**src/rtl/seg7_pkg.sv**
```systemverilog
// seg7_pkg: shared types and constants for the two-digit 7-segment scanner.
// Holds the scan state enum, the active-high gfedcba segment patterns and a
// small helper used to size the dwell counter.
package seg7_pkg;

    typedef enum logic [1:0] {
        BLANK_T = 2'd0,
        TENS    = 2'd1,
        BLANK_U = 2'd2,
        UNITS   = 2'd3
    } scanState_t;

    // Active-high segment patterns, bit order {g,f,e,d,c,b,a}
    localparam logic [6:0] SEG_0    = 7'b0111111;
    localparam logic [6:0] SEG_1    = 7'b0000110;
    localparam logic [6:0] SEG_2    = 7'b1011011;
    localparam logic [6:0] SEG_3    = 7'b1001111;
    localparam logic [6:0] SEG_4    = 7'b1100110;
    localparam logic [6:0] SEG_5    = 7'b1101101;
    localparam logic [6:0] SEG_6    = 7'b1111101;
    localparam logic [6:0] SEG_7    = 7'b0000111;
    localparam logic [6:0] SEG_8    = 7'b1111111;
    localparam logic [6:0] SEG_9    = 7'b1101111;
    localparam logic [6:0] SEG_DASH = 7'b1000000;
    localparam logic [6:0] SEG_OFF  = 7'b0000000;

    function automatic int maxOf(input int a, input int b);
        return (a > b) ? a : b;
    endfunction

endpackage

```
**src/rtl/seg7_scan2_bcd_to_seg7.sv**
```systemverilog
// bcd_to_seg7: combinational BCD to 7-segment decoder (active-high gfedcba).
// Codes 10-15 are not valid BCD and are shown as a dash so a bad upstream
// value is visible on the display rather than silently hidden.
module bcd_to_seg7
    import seg7_pkg::*;
(
    input  logic [3:0] i_bcd,
    output logic [6:0] o_seg
);

    // Map each digit to its segment pattern; anything else is a dash
    always_comb begin
        o_seg = SEG_DASH;
        case (i_bcd)
            4'd0: o_seg = SEG_0;
            4'd1: o_seg = SEG_1;
            4'd2: o_seg = SEG_2;
            4'd3: o_seg = SEG_3;
            4'd4: o_seg = SEG_4;
            4'd5: o_seg = SEG_5;
            4'd6: o_seg = SEG_6;
            4'd7: o_seg = SEG_7;
            4'd8: o_seg = SEG_8;
            4'd9: o_seg = SEG_9;
            default: o_seg = SEG_DASH;
        endcase
    end

endmodule

```
**src/rtl/seg7_scan2.sv**
```systemverilog
// seg7_scan2: time-multiplexes a tens and a units BCD digit onto one shared
// 7-segment bus with per-digit anode enables. Each digit is preceded by a
// fully blanked dead time, and both digits are snapshotted together once per
// frame so a counter update mid-frame never shows a torn pair.
// Optional build macro: SEG7_LEADING_ZERO_BLANK_EN blanks the segments of a
// zero tens digit while keeping the anode timing unchanged.
module seg7_scan2
    import seg7_pkg::*;
#(
    parameter int SCAN_DIV    = 50000,
    parameter int DEAD_CYC    = 2,
    parameter int SEG_ACT_LOW = 1,
    parameter int AN_ACT_LOW  = 1
) (
    input  logic       clki,
    input  logic       rs,
    input  logic [3:0] bcd_tens,
    input  logic [3:0] bcd_units,
    output logic [6:0] seg,
    output logic [1:0] an,
    output logic       frame_tick
);

    localparam int CNT_W = $clog2(maxOf(SCAN_DIV, DEAD_CYC) + 1);

    localparam logic [CNT_W-1:0] SCAN_LAST = CNT_W'(SCAN_DIV - 1);
    localparam logic [CNT_W-1:0] DEAD_LAST = CNT_W'(DEAD_CYC - 1);

    // Physical line levels for "off"/"inactive" and for each digit's enable
    localparam logic [6:0] SEG_OFF_LVL  = (SEG_ACT_LOW != 0) ? 7'h7F : 7'h00;
    localparam logic [1:0] AN_OFF_LVL   = (AN_ACT_LOW != 0) ? 2'b11 : 2'b00;
    localparam logic [1:0] AN_TENS_LVL  = (AN_ACT_LOW != 0) ? 2'b01 : 2'b10;
    localparam logic [1:0] AN_UNITS_LVL = (AN_ACT_LOW != 0) ? 2'b10 : 2'b01;

    scanState_t       r_state;
    scanState_t       w_nextState;
    logic [CNT_W-1:0] r_cnt;
    logic             w_dwellDone;
    logic             w_leaveBlankT;

    logic [3:0]       r_shadowTens;
    logic [3:0]       r_shadowUnits;
    logic [3:0]       w_tensDigit;
    logic [3:0]       w_digit;
    logic [6:0]       w_segRaw;
    logic [6:0]       w_segActive;

    logic [6:0]       w_segNext;
    logic [1:0]       w_anNext;
    logic             w_tickNext;

    logic [6:0]       r_seg;
    logic [1:0]       r_an;
    logic             r_tick;

    // Current state has run its full dwell when the counter hits its last value
    always_comb begin
        w_dwellDone = 1'b0;
        case (r_state)
            BLANK_T, BLANK_U: w_dwellDone = (r_cnt == DEAD_LAST);
            TENS, UNITS:      w_dwellDone = (r_cnt == SCAN_LAST);
            default:          w_dwellDone = 1'b1;
        endcase
    end

    assign w_leaveBlankT = (r_state == BLANK_T) && w_dwellDone;

    // Next-state logic: advance around the fixed four-state ring on dwell end
    always_comb begin
        w_nextState = r_state;
        if (w_dwellDone) begin
            case (r_state)
                BLANK_T: w_nextState = TENS;
                TENS:    w_nextState = BLANK_U;
                BLANK_U: w_nextState = UNITS;
                UNITS:   w_nextState = BLANK_T;
                default: w_nextState = BLANK_T;
            endcase
        end
    end

    // State register and dwell counter; the counter restarts on every state change
    always_ff @(posedge clki or posedge rs) begin
        if (rs) begin
            r_state <= BLANK_T;
            r_cnt   <= '0;
        end else begin
            r_state <= w_nextState;
            if (w_dwellDone) begin
                r_cnt <= '0;
            end else begin
                r_cnt <= r_cnt + 1'b1;
            end
        end
    end

    // Capture both digits together on the single edge that leaves BLANK_T
    always_ff @(posedge clki or posedge rs) begin
        if (rs) begin
            r_shadowTens  <= 4'd0;
            r_shadowUnits <= 4'd0;
        end else if (w_leaveBlankT) begin
            r_shadowTens  <= bcd_tens;
            r_shadowUnits <= bcd_units;
        end
    end

    // On the entry edge into TENS the shadow is being loaded, so the decoder
    // must see the value being captured rather than the stale shadow
    assign w_tensDigit = w_leaveBlankT ? bcd_tens : r_shadowTens;
    assign w_digit     = (w_nextState == UNITS) ? r_shadowUnits : w_tensDigit;

    bcd_to_seg7 u_decode (
        .i_bcd (w_digit),
        .o_seg (w_segRaw)
    );

    // Output logic: derive next-cycle outputs from the state being entered
    always_comb begin
        w_segActive = SEG_OFF;
        w_anNext    = AN_OFF_LVL;
        w_tickNext  = 1'b0;
        case (w_nextState)
            TENS: begin
                w_anNext    = AN_TENS_LVL;
                w_segActive = w_segRaw;
`ifdef SEG7_LEADING_ZERO_BLANK_EN
                if (w_tensDigit == 4'd0) begin
                    w_segActive = SEG_OFF;
                end
`endif
                w_tickNext  = w_leaveBlankT;
            end
            UNITS: begin
                w_anNext    = AN_UNITS_LVL;
                w_segActive = w_segRaw;
            end
            default: begin
                w_anNext    = AN_OFF_LVL;
                w_segActive = SEG_OFF;
            end
        endcase
        w_segNext = (SEG_ACT_LOW != 0) ? ~w_segActive : w_segActive;
    end

    // Output registers so the display pins never see a combinational input path
    always_ff @(posedge clki or posedge rs) begin
        if (rs) begin
            r_seg  <= SEG_OFF_LVL;
            r_an   <= AN_OFF_LVL;
            r_tick <= 1'b0;
        end else begin
            r_seg  <= w_segNext;
            r_an   <= w_anNext;
            r_tick <= w_tickNext;
        end
    end

    assign seg        = r_seg;
    assign an         = r_an;
    assign frame_tick = r_tick;

endmodule
```
**config.mk**
```make
export PLATFORM = sky130hd
export DESIGN_NAME = seg7_scan2
export DESIGN_NICKNAME = d
export VERILOG_FILES = /design/src/rtl/seg7_pkg.sv /design/src/rtl/seg7_scan2_bcd_to_seg7.sv /design/src/rtl/seg7_scan2.sv
export SDC_FILE = /design/constraint.sdc
export NUM_CORES = 1
export LEC_CHECK = 0
export CAP_MARGIN = 25
export CELL_PAD_IN_SITES_DETAIL_PLACEMENT = 1
export CELL_PAD_IN_SITES_GLOBAL_PLACEMENT = 1
export CORE_ASPECT_RATIO = 0.75
export CORE_MARGIN = 2
export CORE_UTILIZATION = 48
export CTS_CLUSTER_DIAMETER = 150
export DETAILED_ROUTE_END_ITERATION = 10
export HOLD_SLACK_MARGIN = 0.1
export PLACE_DENSITY_LB_ADDON = 0.1
export SKIP_LAST_GASP = 1
export SLEW_MARGIN = 20
export SYNTH_ARGS = -nofsm -noshare
export SYNTH_HDL_FRONTEND = slang
export SYNTH_SLANG_ARGS = --single-unit
```
**constraint.sdc**
```tcl
create_clock -name clki -period 7.22 [get_ports clki]
set_input_delay 1.444 -clock clki [delete_from_list [all_inputs] [get_ports clki]]
set_output_delay 1.444 -clock clki [all_outputs]
set_load 0.01 [all_outputs]
```
After elaboration in Yosys (flattened, before gate mapping). Memory sizes are Yosys's and may differ from the RTL's. Index checks and enable logic that the tools add are counted. W data, S select, Z words.

Word-level logic and storage cells: 31. Output and inout bits: 10. Memories kept: 1. ROM bits: 112. Input port bits: 10. Flip-flop bits (word level): 36.

Equal/unequal tests: 7. Bitwise operators: 1. Multiplexer cells: 9. $add $sub $neg: 1. Reduce and logical (&&, ||, !) cells: 5.

Memory list: (name not given) (depth 16, bits a word 7, read ports 1, clocked after memory_dff 0, write ports 0, RTL line seg7_scan2_bcd_to_seg7.sv:14) `case (i_bcd)`.

Operators by type and width (count): $add A16 B1 Y16 const B (1); $eq A16 B1 Y1 const B (1); $eq A16 B16 Y1 const B (1); $mux W16 (1); $mux W4 (2); $pmux W2 S4 (1); $mux W7 (1); $not A7 Y7 (1); $eq A2 B2 Y1 const B (3); $reduce_or A2 Y1 (3); $eq A2 B1 Y1 const B (2); $pmux W2 S2 (1); $logic_not A2 Y1 (1); $mux W2 (1); $pmux W1 S2 (1); $logic_and A1 B1 Y1 (1); $mux W1 (1).

Depth between registers and ports, before layout. An unclocked memory read counts as a cell.

Depth in word-level cells: 9. Mapped depth: 10. Gate-level depth less buffers: 10.

Cells and area by module. Synthesis repeated with hierarchy kept, for this count alone.

Cell total of the unflattened synthesis: 161. Area total of the unflattened synthesis: 1844.3 um2.

Modules (own cells, without submodules): seg7_scan2 (area each 1619.1 um2, sequential area each 912.1 um2, cells each 132, instances 1); bcd_to_seg7 (area each 225.2 um2, sequential area each 0.0 um2, cells each 29, instances 1).

Worst setup path after synthesis. Ideal clock, no wire load.

Kind: input to register. Start point: input port bcd_tens[1]. End point: register r_seg[4] (netlist: seg[4]). Data required time: 7.145 ns. Arrival: 2.607 ns. Slack: 4.538 ns. Setup time: 0.075 ns. Path buffers: 0. Stages: 6. Cells stage by stage: mux2_2 > mux2i_2 > inv_1 > ha_1 > a22o_1 > o211ai_2.

Word-level cells in the longest chain between the ends: 5.

Ends and longest elaborated chain: start: declaration (RTL line seg7_scan2.sv:17) `input logic [3:0] bcd_tens,`; $mux W4; $mux W4 (RTL line seg7_scan2.sv:111) `assign w_digit = (w_nextState == UNITS) ? r_shadowUnits : w_tensDigit;`; $mem_v2 Z16 W7; $mux W7 (RTL line seg7_scan2.sv:123) `case (w_nextState)`; $not A7 Y7 (RTL line seg7_scan2.sv:143) `w_segNext = (SEG_ACT_LOW != 0) ? ~w_segActive : w_segActive;`; via w_segNext[4] (RTL line seg7_scan2.sv:48) `logic [6:0] w_segNext;`; end signal: assignment (RTL line seg7_scan2.sv:153) `r_seg <= w_segNext;`; end: declaration (RTL line seg7_scan2.sv:52) `logic [6:0] r_seg;`.

The timed path passes the listed nets, and every way through them passes these cells. A chain may end at the register's enable or synchronous reset.

Worst setup path after layout.
Start point: input port bcd_tens[0]. End point: register r_seg[5] (netlist: seg[5]).

Word-level cells in the longest chain between the ends: 5.

Ends and longest elaborated chain: $mux W4; via w_tensDigit[0] (RTL line seg7_scan2.sv:43) `logic [3:0] w_tensDigit;`; $mux W4 (RTL line seg7_scan2.sv:111); $mem_v2 Z16 W7; $mux W7 (RTL line seg7_scan2.sv:123); $not A7 Y7 (RTL line seg7_scan2.sv:143); via w_segNext[5] (RTL line seg7_scan2.sv:48).

The timed path passes the listed nets, and every way through them passes these cells.

==> flow_summary.json <==
{
  "outcome": "finished clean",
  "routed.top_layer": "met4",
  "yosysMostFrequentCell": "dfrtp_1",
  "ff2ff_setup_slack_ps": 4290,
  "fmax_mhz": 332,
  "netlist.area_leader.share_pct": 37.3,
  "whs_ps": 492,
  "finalSetupTns_ps": 0,
  "stdcell_area_um2": 2160,
  "drc": 0,
  "clkLatencyLatePin_ps": 290,
  "place_area_um2": 2070,
  "diodes": 0,
  "antenna_found_initial": 0,
  "synth_area_um2": 1810,
  "htreeDepth": 2,
  "m1WireLength_mm": 1.89,
  "grt-ovfl-total": 0,
  "gp_congestion": 0.763,
  "min_path_cells": 1,
  "grt_max_degree": 37,
  "synth.largest_area_cell": "dfrtp_1",
  "grt_pass1_wl_mm": 5.93,
  "layout.nets": 199,
  "reg2regPathDepth": 9,
  "vias": 1207,
  "synth_seq_area_share_pct": 50.3,
  "top_level_ports": 20,
  "cts_tree": "yes",
  "hpwlAfterDp_mm": 2.72,
  "cp.arrival_ps": 3220,
  "clk_pin_slew_ps": 70,
  "drv_cap": 0,
  "required_ps": 7430,
  "r2r-end": "seg[5]$_DFF_PP1_",
  "numClockSinks": 36,
  "start_kind": "primary input",
  "synth_fp_nets": 173,
  "syn_inst": 154,
  "power_uw": 391,
  "ant_nets": 0,
  "cellPowerDensity_nw_per_um2": 181,
  "ys_async_sr_fraction_pct": 100,
  "finalSetupViolCount": 0,
  "grt_pass1_vias": 1239,
  "worstHoldPathType": "reg2reg",
  "p_leak_nw": 0.995,
  "ys_warn_count": 0,
  "syn_to_final_growth_pct": 19.2,
  "maxSlewHeadroom_pct": 55.5,
  "post_drt_wl_per_cell_um": 15.7,
  "ys.flop_type": "dfrtp_1",
  "synthTopCellsByCount": "dfrtp_1 (27), nor2_1 (12)",
  "cts_root_buf": "clkbuf_8",
  "rsz0062_at_grt": "no",
  "ir_drop_mv": 0.119,
  "drt_first_pass_iters": 4,
  "portBuffers": 19,
  "period_share_pct": 41.7,
  "slew_viol_final": 0,
  "grtUsageTotal_pct": 19.1,
  "final_util_pct": 59.4,
  "via_per_inst": 5.18,
  "period_needed_ps": 3010,
  "met2_wirelength_mm": 1.58,
  "drt-total-wl_mm": 3.66,
  "clk_path_buf_depth": 2,
  "dr_wl_met3_um": 142,
  "layout-drive-gt1-share_pct": 21.5,
  "initial_utilization_pct": 49.8,
  "cp_max_fo": 4,
  "synth-edff-count": 0,
  "worst_slew_pin_slew_ps": 668,
  "yosys-top-cells-area": "dfrtp_1 (37%), dfstp_2 (13%), ha_1 (6.2%), mux2_2 (5.0%), xnor2_1 (4.4%)",
  "die_x_um": 74.9,
  "post_cts_resized": 0,
  "r2r_start": "r_cnt[7]$_DFF_PP0_",
  "cts_buffers": 5,
  "die_y_um": 57.2,
  "hold_violations": 0,
  "synth.avg_cell_area_um2": 11.8,
  "skew_ps": 6.22,
  "drtIter0Drc": 59,
  "cts_setup_buffers": 0,
  "num_rows": 19,
  "coreArea_um2": 3640,
  "ys_ff_latch": 36,
  "endpoint_kind": "register",
  "holdBufCountCts": 0,
  "hold_end": "r_cnt[5]$_DFF_PP0_",
  "min_from": "r_cnt[5]$_DFF_PP0_",
  "design.die.area_um2": 4290,
  "worstSetupPathType": "in2reg",
  "synth_cell_type_count": 36
}
[placed cells by master, fill, tap and decap left out]
master,n
xor2_1,5
dfstp_2,9
nor3b_2,1
nor2b_1,3
xnor2_1,9
clkinv_2,2
and4_4,1
buf_4,1
nor3_1,1
and3_1,4
mux2_2,8
a21oi_1,9
o21bai_1,1
a22o_1,1
mux2_4,3
o211ai_2,1
nand4_1,3
a31oi_4,1
o311ai_0,1
nand2b_1,1
nor4_1,3
nand2_1,8
nor2_1,12
and4b_1,1
mux2i_1,5
a211oi_1,1
clkbuf_8,6
o21ai_2,1
inv_1,8
nor2_2,1
ha_1,9
o21ai_1,3
a21o_2,1
dfrtp_1,27
mux2i_2,2
and2_1,1
nand4_4,1
nand3_1,7
clkdlybuf4s50_1,19
[sequential cells by signal (all words and copies together), names as in the netlist]
register / cells
an: 2
frame_tick: 1
r_cnt: 16
r_shadowTens: 4
r_shadowUnits: 4
r_state: 2
seg: 7
[kinds of logic after synthesis]
logic type,Yosys count,share of synthesized area (%)
XOR/XNOR,14,6.77
buffers and inverters,9,2.07
AO/OA/AOI/OAI,20,7.94
multiplexers,18,11.7
flip-flops,36,50.3
AND/OR/NAND/NOR,48,14.9
adder cells (fa/ha/maj),9,6.22
[area by class of cell]
cell class                      instances  area [µm²]
Inverter                                8        30.0
Tap cell                               52        65.1
Fill cell                             401        1480
Timing Repair Buffer                   20         198
Multi-Input combinational cell        109         862
Clock buffer                            6        82.6
Clock inverter                          2        10.0
Sequential cell                        36         912
[power by group]
group          switching [mW]  leakage [nW]  internal (mW)  total [mW]
clock                  0.0693        0.0510         0.0760       0.145
combinational          0.0163         0.519         0.0178      0.0341
sequential            0.00236         0.425          0.210       0.212
total                  0.0879         0.995          0.303       0.391
[worst max-delay path, cell delays in order]
cell and delay, ps:
clkdlybuf4s50_1 410, mux2_2 290, mux2i_1 390, inv_1 160
ha_1 260, mux2i_1 160, a21oi_1 100
[per-stage QoR]
stage	setup slack, ps	cells
after detailed placement	3960	225
final	4210	233
after global placement	4070	225
after CTS	4220	233
after global routing	4070	233
after floorplan	4540	154
[layer usage]
metal,vias to the layer above,track usage [%]
met5,-,0
met2,22,28.1
met1,591,26.7
li1,589,-
met4,0,6.12
met3,5,6.36
[how the worst max path moves through the flow]
stage / start / end
6_report: bcd_tens[0] / seg[5]$_DFF_PP1_
4_1_cts: bcd_tens[0] / seg[5]$_DFF_PP1_
3_5_place_dp: bcd_tens[0] / seg[3]$_DFF_PP1_
5_1_grt: r_cnt[4]$_DFF_PP0_ / seg[6]$_DFF_PP1_
3_3_place_gp: bcd_tens[1] / seg[4]$_DFF_PP1_
2_1_floorplan: bcd_tens[1] / seg[4]$_DFF_PP1_
(Power assumes the default switching activity.)
